===== config.mk =====
export PLATFORM = sky130hd
export DESIGN_NAME = io_bridge
export DESIGN_NICKNAME = d
export VERILOG_FILES = /design/src/rtl/io_bridge_pkg.sv /design/src/rtl/io_fifo.sv /design/src/rtl/io_bridge.sv
export SDC_FILE = /design/constraint.sdc
export NUM_CORES = 1
export LEC_CHECK = 0
export CORE_ASPECT_RATIO = 0.7
export CORE_MARGIN = 2
export CORE_UTILIZATION = 59
export DETAILED_ROUTE_END_ITERATION = 6
export GPL_TIMING_DRIVEN = 0
export PLACE_DENSITY = 0.8
export SLEW_MARGIN = 10
export SYNTH_ARGS = -nofsm -noshare
export SYNTH_HDL_FRONTEND = slang
export SYNTH_SLANG_ARGS = --single-unit

===== constraint.sdc =====
create_clock -name clk -period 8.1 [get_ports clk]
set_input_delay 1.62 -clock clk [delete_from_list [all_inputs] [get_ports clk]]
set_output_delay 1.62 -clock clk [all_outputs]
set_load 0.01 [all_outputs]

===== src/rtl/io_bridge_pkg.sv =====
// Shared constants and types for the programmed-I/O bridge.
package io_bridge_pkg;

  localparam int unsigned WORD_W           = 64;
  localparam int unsigned IO_DEPTH_DEFAULT = 8;

  typedef logic [WORD_W-1:0] io_word_t;

endpackage


===== src/rtl/io_fifo.sv =====
// Circular-buffer FIFO with occupancy counter; storage is not reset, only pointers and count.
module io_fifo #(
  parameter int unsigned DEPTH = 8,
  parameter int unsigned WIDTH = 64
) (
  input  logic                       clk,
  input  logic                       rst_n,
  input  logic                       push,
  input  logic [WIDTH-1:0]           wdata,
  input  logic                       pop,
  output logic [WIDTH-1:0]           head,
  output logic                       full,
  output logic                       empty,
  output logic [$clog2(DEPTH):0]     count
);

  localparam int unsigned PW = $clog2(DEPTH);
  localparam int unsigned CW = PW + 1;

  logic [WIDTH-1:0] mem [DEPTH];
  logic [PW-1:0]    wr_ptr_q, rd_ptr_q;
  logic [CW-1:0]    count_q;
  logic             do_push, do_pop;

  assign empty   = (count_q == '0);
  assign full    = (count_q == CW'(DEPTH));
  assign do_pop  = pop & ~empty;
  // A push into a full FIFO still lands when a pop frees a slot in the same cycle.
  assign do_push = push & (~full | do_pop);
  assign head    = mem[rd_ptr_q];
  assign count   = count_q;

  always_ff @(posedge clk) begin
    if (do_push) begin
      mem[wr_ptr_q] <= wdata;
    end
  end

  always_ff @(posedge clk or negedge rst_n) begin
    if (!rst_n) begin
      wr_ptr_q <= '0;
      rd_ptr_q <= '0;
      count_q  <= '0;
    end else begin
      if (do_push) begin
        wr_ptr_q <= wr_ptr_q + PW'(1);
      end
      if (do_pop) begin
        rd_ptr_q <= rd_ptr_q + PW'(1);
      end
      unique case ({do_push, do_pop})
        2'b10:   count_q <= count_q + CW'(1);
        2'b01:   count_q <= count_q - CW'(1);
        default: count_q <= count_q;
      endcase
    end
  end

endmodule


===== src/rtl/io_bridge.sv =====
// Host-side responder for the CPU programmed-I/O port: input and output FIFOs plus strobe edge detect.
// Define IO_BRIDGE_STATUS_EN to expose in_level/out_level occupancy ports.
module io_bridge
  import io_bridge_pkg::*;
#(
  parameter int unsigned DEPTH = IO_DEPTH_DEFAULT,
  parameter int unsigned WIDTH = WORD_W
) (
  input  logic                   clk,
  input  logic                   reset,
  input  logic                   in_signal,
  output logic [WIDTH-1:0]       in_data,
  input  logic                   out_signal,
  input  logic [WIDTH-1:0]       out_data,
  input  logic                   host_in_valid,
  input  logic [WIDTH-1:0]       host_in_data,
  output logic                   host_in_ready,
  output logic                   host_out_valid,
  output logic [WIDTH-1:0]       host_out_data,
  input  logic                   host_out_ready,
`ifdef IO_BRIDGE_STATUS_EN
  output logic [$clog2(DEPTH):0] in_level,
  output logic [$clog2(DEPTH):0] out_level,
`endif
  output logic                   underflow,
  output logic                   overflow
);

  localparam int unsigned CW = $clog2(DEPTH) + 1;

  logic             in_q, out_q;
  logic             in_rise, out_rise;
  logic             underflow_q, overflow_q;
  logic [WIDTH-1:0] in_head, out_head;
  logic             in_full, in_empty, out_full, out_empty;
  logic [CW-1:0]    in_count, out_count;
  logic             in_push, out_pop;

  assign in_rise  = in_signal & ~in_q;
  assign out_rise = out_signal & ~out_q;

  assign host_in_ready  = ~in_full;
  assign in_push        = host_in_valid & host_in_ready;
  assign in_data        = in_empty ? '0 : in_head;

  assign host_out_valid = (out_count != '0);
  assign out_pop        = host_out_valid & host_out_ready;
  assign host_out_data  = out_empty ? '0 : out_head;

  assign underflow = underflow_q;
  assign overflow  = overflow_q;

`ifdef IO_BRIDGE_STATUS_EN
  assign in_level  = in_count;
  assign out_level = out_count;
`endif

  io_fifo #(
    .DEPTH (DEPTH),
    .WIDTH (WIDTH)
  ) u_in_fifo (
    .clk   (clk),
    .rst_n (reset),
    .push  (in_push),
    .wdata (host_in_data),
    .pop   (in_rise),
    .head  (in_head),
    .full  (in_full),
    .empty (in_empty),
    .count (in_count)
  );

  io_fifo #(
    .DEPTH (DEPTH),
    .WIDTH (WIDTH)
  ) u_out_fifo (
    .clk   (clk),
    .rst_n (reset),
    .push  (out_rise),
    .wdata (out_data),
    .pop   (out_pop),
    .head  (out_head),
    .full  (out_full),
    .empty (out_empty),
    .count (out_count)
  );

  always_ff @(posedge clk or negedge reset) begin
    if (!reset) begin
      in_q        <= 1'b0;
      out_q       <= 1'b0;
      underflow_q <= 1'b0;
      overflow_q  <= 1'b0;
    end else begin
      in_q  <= in_signal;
      out_q <= out_signal;
      if (in_rise && (in_count == '0)) begin
        underflow_q <= 1'b1;
      end
      // A write into a full FIFO survives only if the host drains a word that same cycle.
      if (out_rise && out_full && !out_pop) begin
        overflow_q <= 1'b1;
      end
    end
  end

endmodule


### Yosys cells after proc, flatten, opt, wreduce, memory -nomap -nowiden

Memories as Yosys holds them, arrays and structs flattened.
Cells that the tools add are included.

* register bits: 24
* bits in writable memories: 1024
* input port bits: 134
* output and inout port bits: 132
* word-level logic and storage cells: 59
* memories kept: 2

Memories
* u_in_fifo.mem: depth 8, bits a word 64, rd ports 1, clocked after Yosys merged registers in 0, write ports 1, RTL line io_fifo.sv:20 `logic [WIDTH-1:0] mem [DEPTH];`
* u_out_fifo.mem: depth 8, bits a word 64, rd ports 1, clocked after Yosys merged registers in 0, write ports 1, RTL line io_fifo.sv:20

* add/subtract/negate cells: 8
* eq/ne operators: 6
* mux-type cells: 8
* bitwise logic cells: 16
* reductions and logical operators: 9

Operators with widths (count)
* 64-bit two-way mux: 2
* 4-bit one-hot mux with 2 select lines: 2
* 3-bit by 1-bit adder with 3-bit output (second input constant): 4
* 4-bit by 1-bit adder with 4-bit output (second input constant): 2
* 1-bit AND: 8
* 4-bit == test (second input constant): 2
* 4-bit zero test: 2
* 4-bit by 1-bit subtractor with 4-bit output (second input constant): 2
* 1-bit inverter: 6
* 2-bit by 1-bit == test with 1-bit output (second input constant): 2
* 2-bit == test (second input constant): 2
* 1-bit two-way mux: 4
* 2-bit nonzero test: 2
* 4-bit nonzero test: 1
* 1-bit logical AND: 3
* 1-bit bitwise OR: 2
* 1-bit zero test: 1

### Logic depth before layout (Yosys ltp)

Gate-level depths: netlist of the first run.

* depth in word-level cells: 7
* mapped depth: 10
* gate-level depth less buffers: 10

### Cells and area by module

From an unflattened synthesis of the first run, not the netlist that was laid out.

* cells, all modules: 1784
* area, all modules: 40905.5 um^2

Modules (own cells, without submodules)
* io_fifo (u_in_fifo): instances 1, cells an instance 823, area an instance 19939.1 um^2, seq. area each 15625.0 um^2
* io_fifo (u_out_fifo): instances 1, cells an instance 805, area an instance 19849.0 um^2, seq. area each 15625.0 um^2
* io_bridge: instances 1, cells an instance 156, area an instance 1117.3 um^2, seq. area each 100.1 um^2

### Least setup slack after synthesis of the first run

Ideal clock, no wire load.

* path kind: input to register
* start: in host_out_ready
* end: mem u_out_fifo.mem[0][0], enable pin
* library setup time: 0.644 ns
* arrival time: 7.974 ns
* required time: 7.456 ns
* slack: -0.518 ns
* stages: 4
* path buffers: 0
* cell sequence: inv_1 > nand3_1 > nand2b_1 > nor4_1

* longest elaborated chain between the ends: 6

Ends and longest elaborated chain
* start: declaration: RTL line io_bridge.sv:20 `input logic host_out_ready,`
* 1-bit AND: RTL line io_bridge.sv:47 `assign out_pop = host_out_valid & host_out_ready;`
* 1-bit AND: RTL line io_fifo.sv:27 `assign do_pop = pop & ~empty;`
* 1-bit bitwise OR: RTL line io_fifo.sv:29 `assign do_push = push & (~full | do_pop);`
* 1-bit AND: RTL line io_fifo.sv:29
* 1-bit two-way mux: RTL line io_fifo.sv:34 `if (do_push) begin`
* 1-bit two-way mux (implied by the code): RTL line io_fifo.sv:35 `mem[wr_ptr_q] <= wdata;`
* end: declaration: RTL line io_fifo.sv:20

Every way passes these cells.

### Worst setup path in the final report of the first run

* start: reg u_in_fifo.rd_ptr_q[1]
* end: out in_data[62]

* longest elaborated chain between the ends: 2

Ends and longest elaborated chain
* start: declaration: RTL line io_fifo.sv:21 `logic [PW-1:0] wr_ptr_q, rd_ptr_q;`
* start signal: assignment: RTL line io_fifo.sv:49 `rd_ptr_q <= rd_ptr_q + PW'(1);`
* memory 8 x 64 bit
* 64-bit two-way mux: RTL line io_bridge.sv:44 `assign in_data = in_empty ? '0 : in_head;`
* end: declaration: RTL line io_bridge.sv:12 `output logic [WIDTH-1:0] in_data,`

Every way passes these cells.

==> impl_results.md, run 1 <==
- Status: completed
- Post-DP Area: 45,100 sq um
- RSZ-0062 raised after global routing: no
- Worst Hold End: underflow
- Synth area leader: edfxtp_1
- Pre-CTS setup slack: 3.13 ns
- # rows: 79
- Final Hold Vio Count: 0
- Vias in the first global route: 20.2k
- Worst R2R Setup Slack: 4.76 ns
- Proportion of synthesized area in mux cells: 17.7%
- Post-synth ARST share: 2.29%
- Xor-xnor portion of the synthesized cell area: 0.328%
- Number of distinct library cells after synthesis: 34
- Synth Instances: 1,752
- Post_cts resized: 0
- Area contributors post-synth: edfxtp_1 (77%), mux4_2 (14%), mux2i_1 (3.2%)
- Synth Net Count: 1,897
- Die Area: 70,100 sq um
- Maximum VDD drop: 0.346 mV
- Post-synth EDFFs: 1,024
- Core Box Area: 66,800 sq um
- Die Width: 316 um
- Total track usage: 25.5%
- Crit path arrival time: 3.43 ns
- Register area share after synthesis: 78.2%
- Hold path cells: 1
- Tcrit/Tclk final: 62.4%
- CTS tree: built
- Worst-case clock buffer depth: 3
- # clock sinks: 1,048
- Initial antenna violation count: 11
- Die height: 222 um
- Top_reg_cell synth: edfxtp_1
- Total CTS buffers: 94
- Max_cap viols: 0
- H-tree levels: 3
- Hold/Removal Path Class: reg -> reg
- Combinational family with the most area after synthesis: multiplexers
- Post-Synth Adder-Cell Area: 0.362%
- Clock-pin slew on the worst setup and hold paths: 0.06 ns
- Routability congestion estimate from global placement: 0.740
- Nets: 2,346
- Starting Density: 60.0%
- P_leak: 0.0160 uW
- Hold Buf Count CTS: 0
- Total Power: 17,400 uW
- Fin crit period: 5.05 ns
- ANT nets after route: 0
- Worst setup EP type: output port
- Synthesized flop and latch total: 1,048
- PD cells: 361 nW/um^2
- Port Buffers: 265
- Placed insts: 2,996
- Yosys warns: 0
- Vias per cell: 6.14
- Pin count of the biggest net entering global routing: 25
- Mapped Area: 40,100 sq um
- Total grt overflow: 0
- Worst reg2reg path depth: 10
- Critical Path RT: 6.48 ns
- Area growth syn-to-layout: 20.2%
- Post-DP HPWL: 57,200 um
- Compound-Gate Fraction of Synth Area: 0.190%
- Layout Cells excl Fill: 3,175
- Skew-Pair Late Insertion Delay: 0.67 ns
- Post-CTS setup buffer count: 0
- Final Setup Violations: 0
- DRC viols: 0
- Drt pass-1 iters: 7
- Crit Path Class: reg -> out
- 1st-iter DRT viols: 2,205
- Worst R2R End: u_out_fifo.mem[1][28]
- Vias: 19.5k
- Ports: 266
- Max Slew Vio Count: 0
- Final hold slack: 0.486 ns
- Hold Crit Start: underflow
- Final worst slack: 3.05 ns
- Setup crit start kind: register
- Clock skew: 0.0311 ns
- Synth top area share: 76.7%
- Share of cells above drive strength 1: 25.2%
- Peak Freq: 198 MHz
- Worst-margin pin slew: 0.986 ns
- Design area: 48,200 sq um
- R2r startpoint: u_out_fifo.count[2]
- DRT Wirelength: 87,500 um
- Slew headroom: 33.9%
- Crit-path max FO: 10
- DR WL/cell: 27.6 um
- Syn Area/Cell: 22.9 sq um
- Clock Root Buffer: clkbuf_16
- First-pass GRT wire length: 131,000 um
- Post-synthesis simple-gate area fraction: 1.93%
power breakdown:
| group | leakage, uW | internal [uW] | switching, uW |
|---|---|---|---|
| registers | 0.00955 | 6610 | 209 |
| clock network | 0.00151 | 2500 | 1940 |
| logic | 0.00489 | 3050 | 3110 |
| total | 0.0160 | 12200 | 5250 |
Yosys cell counts, types with 5 or more instances:
master and count:
mux4_2 256, edfxtp_1 1024, nor3_1 9, xnor2_1 7
dfrtp_1 24, xor2_1 8, nand2b_1 5, mux2i_1 129
nor2_1 138, inv_1 9, ha_1 10, buf_2 40
clkbuf_1 18, mux2_2 5, nand2_1 11, buf_4 23
critical path, cell delays in order (launching register included):
cell             delay [ns]
dfrtp_1                0.40
clkbuf_1               0.57
buf_2                  0.43
mux4_2                 0.35
mux2i_1                0.43
nor2_1                 0.08
clkdlybuf4s50_1        0.49
flip-flops by register name, summed over array words and instances (netlist names):
name                 count
in_q                     1
out_q                    1
overflow                 1
u_in_fifo.count          4
u_in_fifo.mem          512
u_in_fifo.rd_ptr_q       3
u_in_fifo.wr_ptr_q       3
u_out_fifo.count         4
u_out_fifo.mem         512
u_out_fifo.rd_ptr_q      3
u_out_fifo.wr_ptr_q      3
underflow                1
logic make-up (layout without fill, tap and decap cells):
logic type | Yosys count | in the layout
AOI/OAI and AO/OA | 12 | 12
xor gates and xnor gates | 15 | 15
adders and majority gates | 11 | 11
buffers and inverters | 94 | 619
DFF | 1048 | 1048
muxes | 390 | 390
other | 0 | 7
and+or+nand+nor | 182 | 182
cell usage in the layout, fill, tap and decap left out, drive strengths merged, types with 2 or more instances in the layout:
| cell | synthesis | final |
|---|---|---|
| clkinv | 0 | 46 |
| clkdlybuf4s50 | 0 | 264 |
| mux2 | 5 | 5 |
| nor3b | 2 | 2 |
| nor2b | 4 | 4 |
| diode | 0 | 7 |
| xnor2 | 7 | 7 |
| inv | 9 | 12 |
| bufinv | 0 | 10 |
| ha | 10 | 10 |
| nor3 | 9 | 9 |
| edfxtp | 1024 | 1024 |
| nor2 | 138 | 138 |
| mux2i | 129 | 129 |
| a31oi | 2 | 2 |
| buf | 67 | 156 |
| dfrtp | 24 | 24 |
| o21ai | 3 | 3 |
| clkbuf | 18 | 128 |
| xor2 | 8 | 8 |
| nand3 | 4 | 4 |
| nand2 | 11 | 11 |
| nand2b | 5 | 5 |
| mux4 | 256 | 256 |
| clkinvlp | 0 | 3 |
| a21oi | 3 | 3 |
| nor4 | 6 | 6 |
| or3 | 2 | 2 |
stage by stage:
| step | utilization (%) | setup TNS (ns) |
|---|---|---|
| final | 72.1 | 0 |
| after detailed placement | 67.5 | 0 |
| after global routing | 72.1 | 0 |
| after global placement | 65.7 | -1711.40 |
| after floorplan | - | 0 |
| after CTS | 72.1 | 0 |
per-layer routing:
metal / global-route usage [%] / vias up / wire length (um)
met1: 36.2 / 10300 / 35000
met5: 0 / - / 57
met3: 5.27 / 146 / 6300
met2: 40.6 / 861 / 43800
met4: 8.30 / 8 / 2300
li1: - / 8208 / -
cell type report:
type,count,area (sq um)
sequential,1048,31400
fill,3692,18600
multi-input combinational,610,8370
timing repair buffer,353,3780
clock buffer,110,2460
tap,891,1110
clock inverter,62,618
buffer,85,470
inverter,9,33.8
antenna,7,17.5
worst max-delay path by stage:
| stage | from | to | slack (ns) | depth (start not counted) |
|---|---|---|---|---|
| final | u_in_fifo.rd_ptr_q[1] | in_data[62] | 3.05 | 6 |
| after detailed placement | host_out_ready | u_out_fifo.mem[1][27] | 3.13 | 11 |
| after CTS | u_in_fifo.rd_ptr_q[1] | in_data[61] | 3.00 | 6 |
| after floorplan | host_out_ready | u_out_fifo.mem[1][0] | 1.23 | 4 |
| after global routing | u_out_fifo.count[2] | host_out_data[53] | 2.86 | 5 |
| after global placement | host_out_ready | u_out_fifo.mem[5][35] | -3.71 | 5 |
No activity file was read; power rests on OpenSTA's default activity.
==> inputs of run 2 (changes only) <==
- CORE_UTILIZATION: 59 -> 53
- PLACE_DENSITY: 0.8 -> 0.76
- clock period: 8.1 -> 4.1 ns (I/O delays scaled with it)
==> run 2 against run 1 <==
Total power is 98% higher. Clock skew is 0.0081 ns lower. Core utilization is 7.5 points lower. Sequential power is 98% higher. Non-clock buffer count is 8 lower. Clock power is 99% higher. Combinational power is 97% higher. Sequential cell count stayed put. Worst hold slack worse by 0.24 ns. Die area is 11% higher. Routed wire length is 2.2% lower. Final area is 0.49% higher.
==> impl_results.md, run 2 (synthesis gave the netlist of run 1 again) <==
- Critical Path RT: 3.28 ns
- Worst R2R Setup Slack: 1.02 ns
- Switching Share: 30.0%
- Wire length on met2: 42,900 um
- Skew-Pair Late Insertion Delay: 0.66 ns
- Worst-margin pin slew: 0.961 ns
- Vias: 19.2k
- Starting Density: 53.5%
- ANT nets after route: 0
- Total CTS buffers: 95
- Slew headroom: 35.6%
- Clock skew: 0.0230 ns
- Area growth syn-to-layout: 20.8%
- Clock-pin slew on the worst setup and hold paths: 0.06 ns
- Multi-input logic area: 8390 sq um
- Fillers: 4,661
- First-pass GRT wire length: 126,000 um
- Nets: 2,339
- Top flop regs: u_in_fifo.mem x512, u_out_fifo.mem x512
- Max Slew Vio Count: 0
- Design area: 48,400 sq um
- Ports: 266
- Hold Buf Count CTS: 0
- 1st-iter DRT viols: 1,904
- CP peak stage delay: 0.63 ns
- Setup crit start kind: register
- Peak Freq: 254 MHz
- Port Buffers: 265
- Crit path cell chain: clkbuf_2, buf_2, mux4_2, mux2i_1, nor2_1, clkdlybuf4s50_1
- Initial antenna violation count: 12
- RSZ-0062 raised after global routing: no
- PD cells: 711 nW/um^2
- Worst-case clock buffer depth: 3
- Sequential Power Share: 39.1%
- Register area: 31,400 sq um
- DRC viols: 0
- Internal Power: 24,100 uW
- Pin count of the biggest net entering global routing: 25
- Commonest cells after routing, fill and taps aside: edfxtp_1 (1,024), clkdlybuf4s50_1 (264), mux4_2 (256)
- Max_cap viols: 0
- Total track usage: 22.0%
- DR WL/cell: 26.2 um
- Die Area: 77,900 sq um
- Final hold slack: 0.244 ns
- Crit Path Class: reg -> out
- Worst Path Buf+Inv: 3
- Clock Root Buffer: clkbuf_16
- Clk pwr share: 25.7%
- Final Setup Violations: 0
- Core Box Area: 74,900 sq um
- # clock sinks: 1,048
- Commonest non-fill, non-tap cell in the layout: edfxtp_1
- Vias in the first global route: 20.0k
- Crit-path max FO: 10
- Comb pwr share: 35.2%
- Die height: 234 um
- Routability congestion estimate from global placement: 0.735
- Post-DP HPWL: 55,400 um
- Wire length on met1: 35,400 um
- Vias per cell: 5.87
- Crit path arrival time: 3.12 ns
- Hold/Removal Path Class: in -> async
- Drt pass-1 iters: 6
- CTS tree: built
- Worst setup EP type: output port
- Final Hold Vio Count: 0
- Top Layer Used: met5
- Switch Pwr: 10,300 uW
- CP max stage cell: clkdlybuf4s50_1
- P_leak: 0.0160 uW
- Status: completed
- Fin crit period: 3.94 ns
- # rows: 84
- H-tree levels: 3
- Die Width: 333 um
- DRT Wirelength: 85,600 um
- Post-DP Area: 45,300 sq um
- Share of cells above drive strength 1: 25.4%
- Maximum VDD drop: 0.439 mV
- Delay-heaviest family, CP: buffers and inverters
- Met3 WL: 5350 um
- Total grt overflow: 0
- Tcrit/Tclk final: 96.1%
[run 2: layer usage]
layer,GRT usage (%),up-vias
li1,-,8209
met1,31.3,10200
met2,35.6,686
met3,3.88,129
met4,6.80,10
met5,0,-
[run 2: final timing paths]
path                                        start                      to  depth (start not counted)
max in group asynchronous                   reset   u_in_fifo.wr_ptr_q[1]                          1
max                        u_out_fifo.rd_ptr_q[1]       host_out_data[50]                          6
min                                         reset  u_out_fifo.wr_ptr_q[0]                          1
min reg2reg                             underflow               underflow                          1
min in group clk                        underflow               underflow                          1
max reg2reg                   u_out_fifo.count[1]   u_out_fifo.mem[0][32]                         10
[run 2: layout make-up]
cell class,count,share of cell area [%]
multi-input cells,610,17.3
diodes,8,0.0413
clock buffers,113,5.13
plain buffers,85,1.02
repair buffers,345,7.85
clock inverters,61,1.29
inverters,9,0.0697
flip-flops and latches,1048,64.7
well taps,989,2.55
[run 2: power by group through the flow]
stage,clock network (uW),logic [uW],registers [uW]
after floorplan,0,6930,13600
after global placement,0,11600,13800
after detailed placement,0,12200,13700
after CTS,8990,12300,13500
after global routing,9410,12900,13600
final,8850,12100,13500
[run 2: per-stage QoR]
| stage | worst slack, ns | total power (uW) | std cells | util, % | setup TNS (ns) |
|---|---|---|---|---|---|
| CTS | 0.00121 | 34700 | 3260 | 64.6 | 0 |
| global placement | -6.78 | 25400 | 3006 | 58.8 | -2870.63 |
| global route | 0.0109 | 35800 | 3266 | 64.6 | 0 |
| finish | 0.161 | 34400 | 3268 | 64.6 | 0 |
| floorplan | -1.90 | 20600 | 1752 | - | -429.26 |
| detailed placement | 0.254 | 25800 | 3086 | 60.4 | 0 |
[run 2: timing repair]
action                     in CTS  in global routing
gates resized for setup         3                 14
cloned                          0                  0
setup buffers                   0                  0
setup endpoints to repair      18                 19
==> inputs of run 3 (changes only) <==
- TNS_END_PERCENT: default -> 50
==> run 3 against run 2 <==
Clock skew is 0.018 ns higher. Total power fell by 0.35%. Worst setup slack worse by 0.022 ns. Via count grew 0.18%. Sequential cell count unchanged. Core utilization is essentially flat. Cell count up 0.40%. Highest routed layer unchanged. Critical path type unchanged. Die area is the same. Register-to-register slack hardly changed. Non-clock buffer count increased by 6. Global-route usage is essentially flat.
==> impl_results.md, run 3 (synthesis gave the netlist of run 1 again) <==
- Setup crit start kind: register
- Skew-Pair Late Insertion Delay: 0.67 ns
- Comb pwr share: 35.3%
- Hold/Removal Path Class: in -> async
- Vias per cell: 5.86
- Tcrit/Tclk final: 96.6%
- CTS tree: built
- Final Hold Vio Count: 0
- # clock sinks: 1,048
- Register area: 31,400 sq um
- Post-CTS setup buffer count: 0
- Clock-pin slew on the worst setup and hold paths: 0.06 ns
- Critical Path RT: 3.28 ns
- Total CTS buffers: 96
- Peak Freq: 252 MHz
- Core Box Area: 74,900 sq um
- Maximum VDD drop: 0.531 mV
- Post-DP HPWL: 56,600 um
- Met3 WL: 5230 um
- Wire length on met2: 42,900 um
- Vias: 19.2k
- Top Layer Used: met5
- Crit Path Class: reg -> out
- Crit path cell chain: nor4_2, buf_4, clkbuf_1, nor2_1, clkdlybuf4s50_1
- PD cells: 708 nW/um^2
- ANT nets after route: 0
- CP max stage cell: clkbuf_1
- Slew headroom: 36.8%
- Switch Pwr: 10,300 uW
- Fin crit period: 3.96 ns
- Fin util: 64.6%
- DR WL/cell: 26.1 um
- Die Width: 333 um
- Commonest non-fill, non-tap cell in the layout: edfxtp_1
- Drt pass-1 iters: 5
- Clock skew: 0.0410 ns
- Crit-path max FO: 10
- Clk pwr share: 25.5%
- Sequential Power Share: 39.2%
- Fillers: 4,782
- Pre-CTS setup slack: 0.295 ns
- Worst Path Buf+Inv: 3
- Routability congestion estimate from global placement: 0.741
- Final worst slack: 0.140 ns
- H-tree levels: 3
- Total grt overflow: 0
- Wire length on met1: 35,400 um
- Switching Share: 30.1%
- DRT Wirelength: 85,600 um
- CP peak stage delay: 0.55 ns
- Worst-case clock buffer depth: 3
- Area growth syn-to-layout: 20.8%
- Top flop regs: u_in_fifo.mem x512, u_out_fifo.mem x512
- Commonest cells after routing, fill and taps aside: edfxtp_1 (1,024), clkdlybuf4s50_1 (264), mux4_2 (256)
- Internal Power: 24,000 uW
- P_leak: 0.0160 uW
- First-pass GRT wire length: 126,000 um
- Total track usage: 22.0%
- Ports: 266
- Pin count of the biggest net entering global routing: 25
- DRC viols: 0
- RSZ-0062 raised after global routing: no
- Max_cap viols: 0
- Clock Root Buffer: clkbuf_16
- Status: completed
- Die Area: 77,900 sq um
- Multi-input logic area: 8380 sq um
- Layout Cells excl Fill: 3,281
- Port Buffers: 265
- # rows: 84
- Total Neg Setup Slack: 0 ns
- Crit path arrival time: 3.14 ns
- Nets: 2,346
- Vias in the first global route: 20.0k
- 1st-iter DRT viols: 1,884
- Die height: 234 um
- Hold Buf Count CTS: 0
- Share of cells above drive strength 1: 25.5%
- Worst-margin pin slew: 0.949 ns
- Delay-heaviest family, CP: buffers and inverters
- Initial antenna violation count: 10
- Placed insts: 3,092
- Starting Density: 53.5%
- Max Slew Vio Count: 0
- Final Setup Violations: 0
- Worst setup EP type: output port
[run 3: changes by cell type in the layout (fill, tap and decap cells not counted), sizes merged]
cell      previous run  this run
inv                 13        12
clkbuf             133       139
buf                146       152
clkinvlp             5         4
bufinv              10         7
clkinv              42        48
[run 3: path summary, 6_finish.rpt]
kind                                         start               endpoint  slack, ns  cells after the start
worst min-delay path                         reset  u_in_fifo.rd_ptr_q[2]       0.23                      1
worst min register to register           underflow              underflow       0.49                      1
worst max-delay path            u_in_fifo.count[0]            in_data[44]       0.14                      5
worst max register to register  u_in_fifo.count[0]   u_in_fifo.mem[1][41]       1.03                     10
max in group asynchronous                    reset    u_out_fifo.count[1]       3.40                      1
min in group clk                         underflow              underflow       0.49                      1
[run 3: per-layer routing]
layer  up-vias  GRT usage, %
li1       8219             -
met1     10200          31.2
met2       687          35.6
met3       137          3.79
met4         8          7.06
met5         -             0
[run 3: cell type report]
type / count / area share [%]
Sequential cell: 1048 / 64.7
Antenna cell: 8 / 0.0413
Clock buffer: 119 / 5.20
Buffer: 85 / 1.00
Timing Repair Buffer: 351 / 7.87
Inverter: 9 / 0.0697
Tap cell: 989 / 2.55
Clock inverter: 62 / 1.25
Multi-Input combinational cell: 610 / 17.3
[run 3: timing repair]
item / CTS / global route
gates resized for setup: 3 / 11
endpoints found under the setup margin: 23 / 11
cloned: 0 / 0
[run 3: metrics by stage]
stage / instance area, sq um / total power [uW] / hold WS, ns
3_5_place_dp: 45300 / 25900 / 0.459
5_1_grt: 48400 / 35700 / 0.230
6_report: 48400 / 34300 / 0.229
4_1_cts: 48400 / 34600 / 0.203
3_3_place_gp: 44000 / 25400 / 0.459
2_1_floorplan: 40100 / 20600 / 0.457
[run 3: power groups by stage]
stage | Combinational, uW | Sequential [uW] | Clock, uW
after floorplan | 6910 | 13700 | 0
after global placement | 11600 | 13800 | 0
after detailed placement | 12200 | 13700 | 0
after CTS | 12300 | 13500 | 8900
after global routing | 12900 | 13500 | 9300
final | 12100 | 13500 | 8740
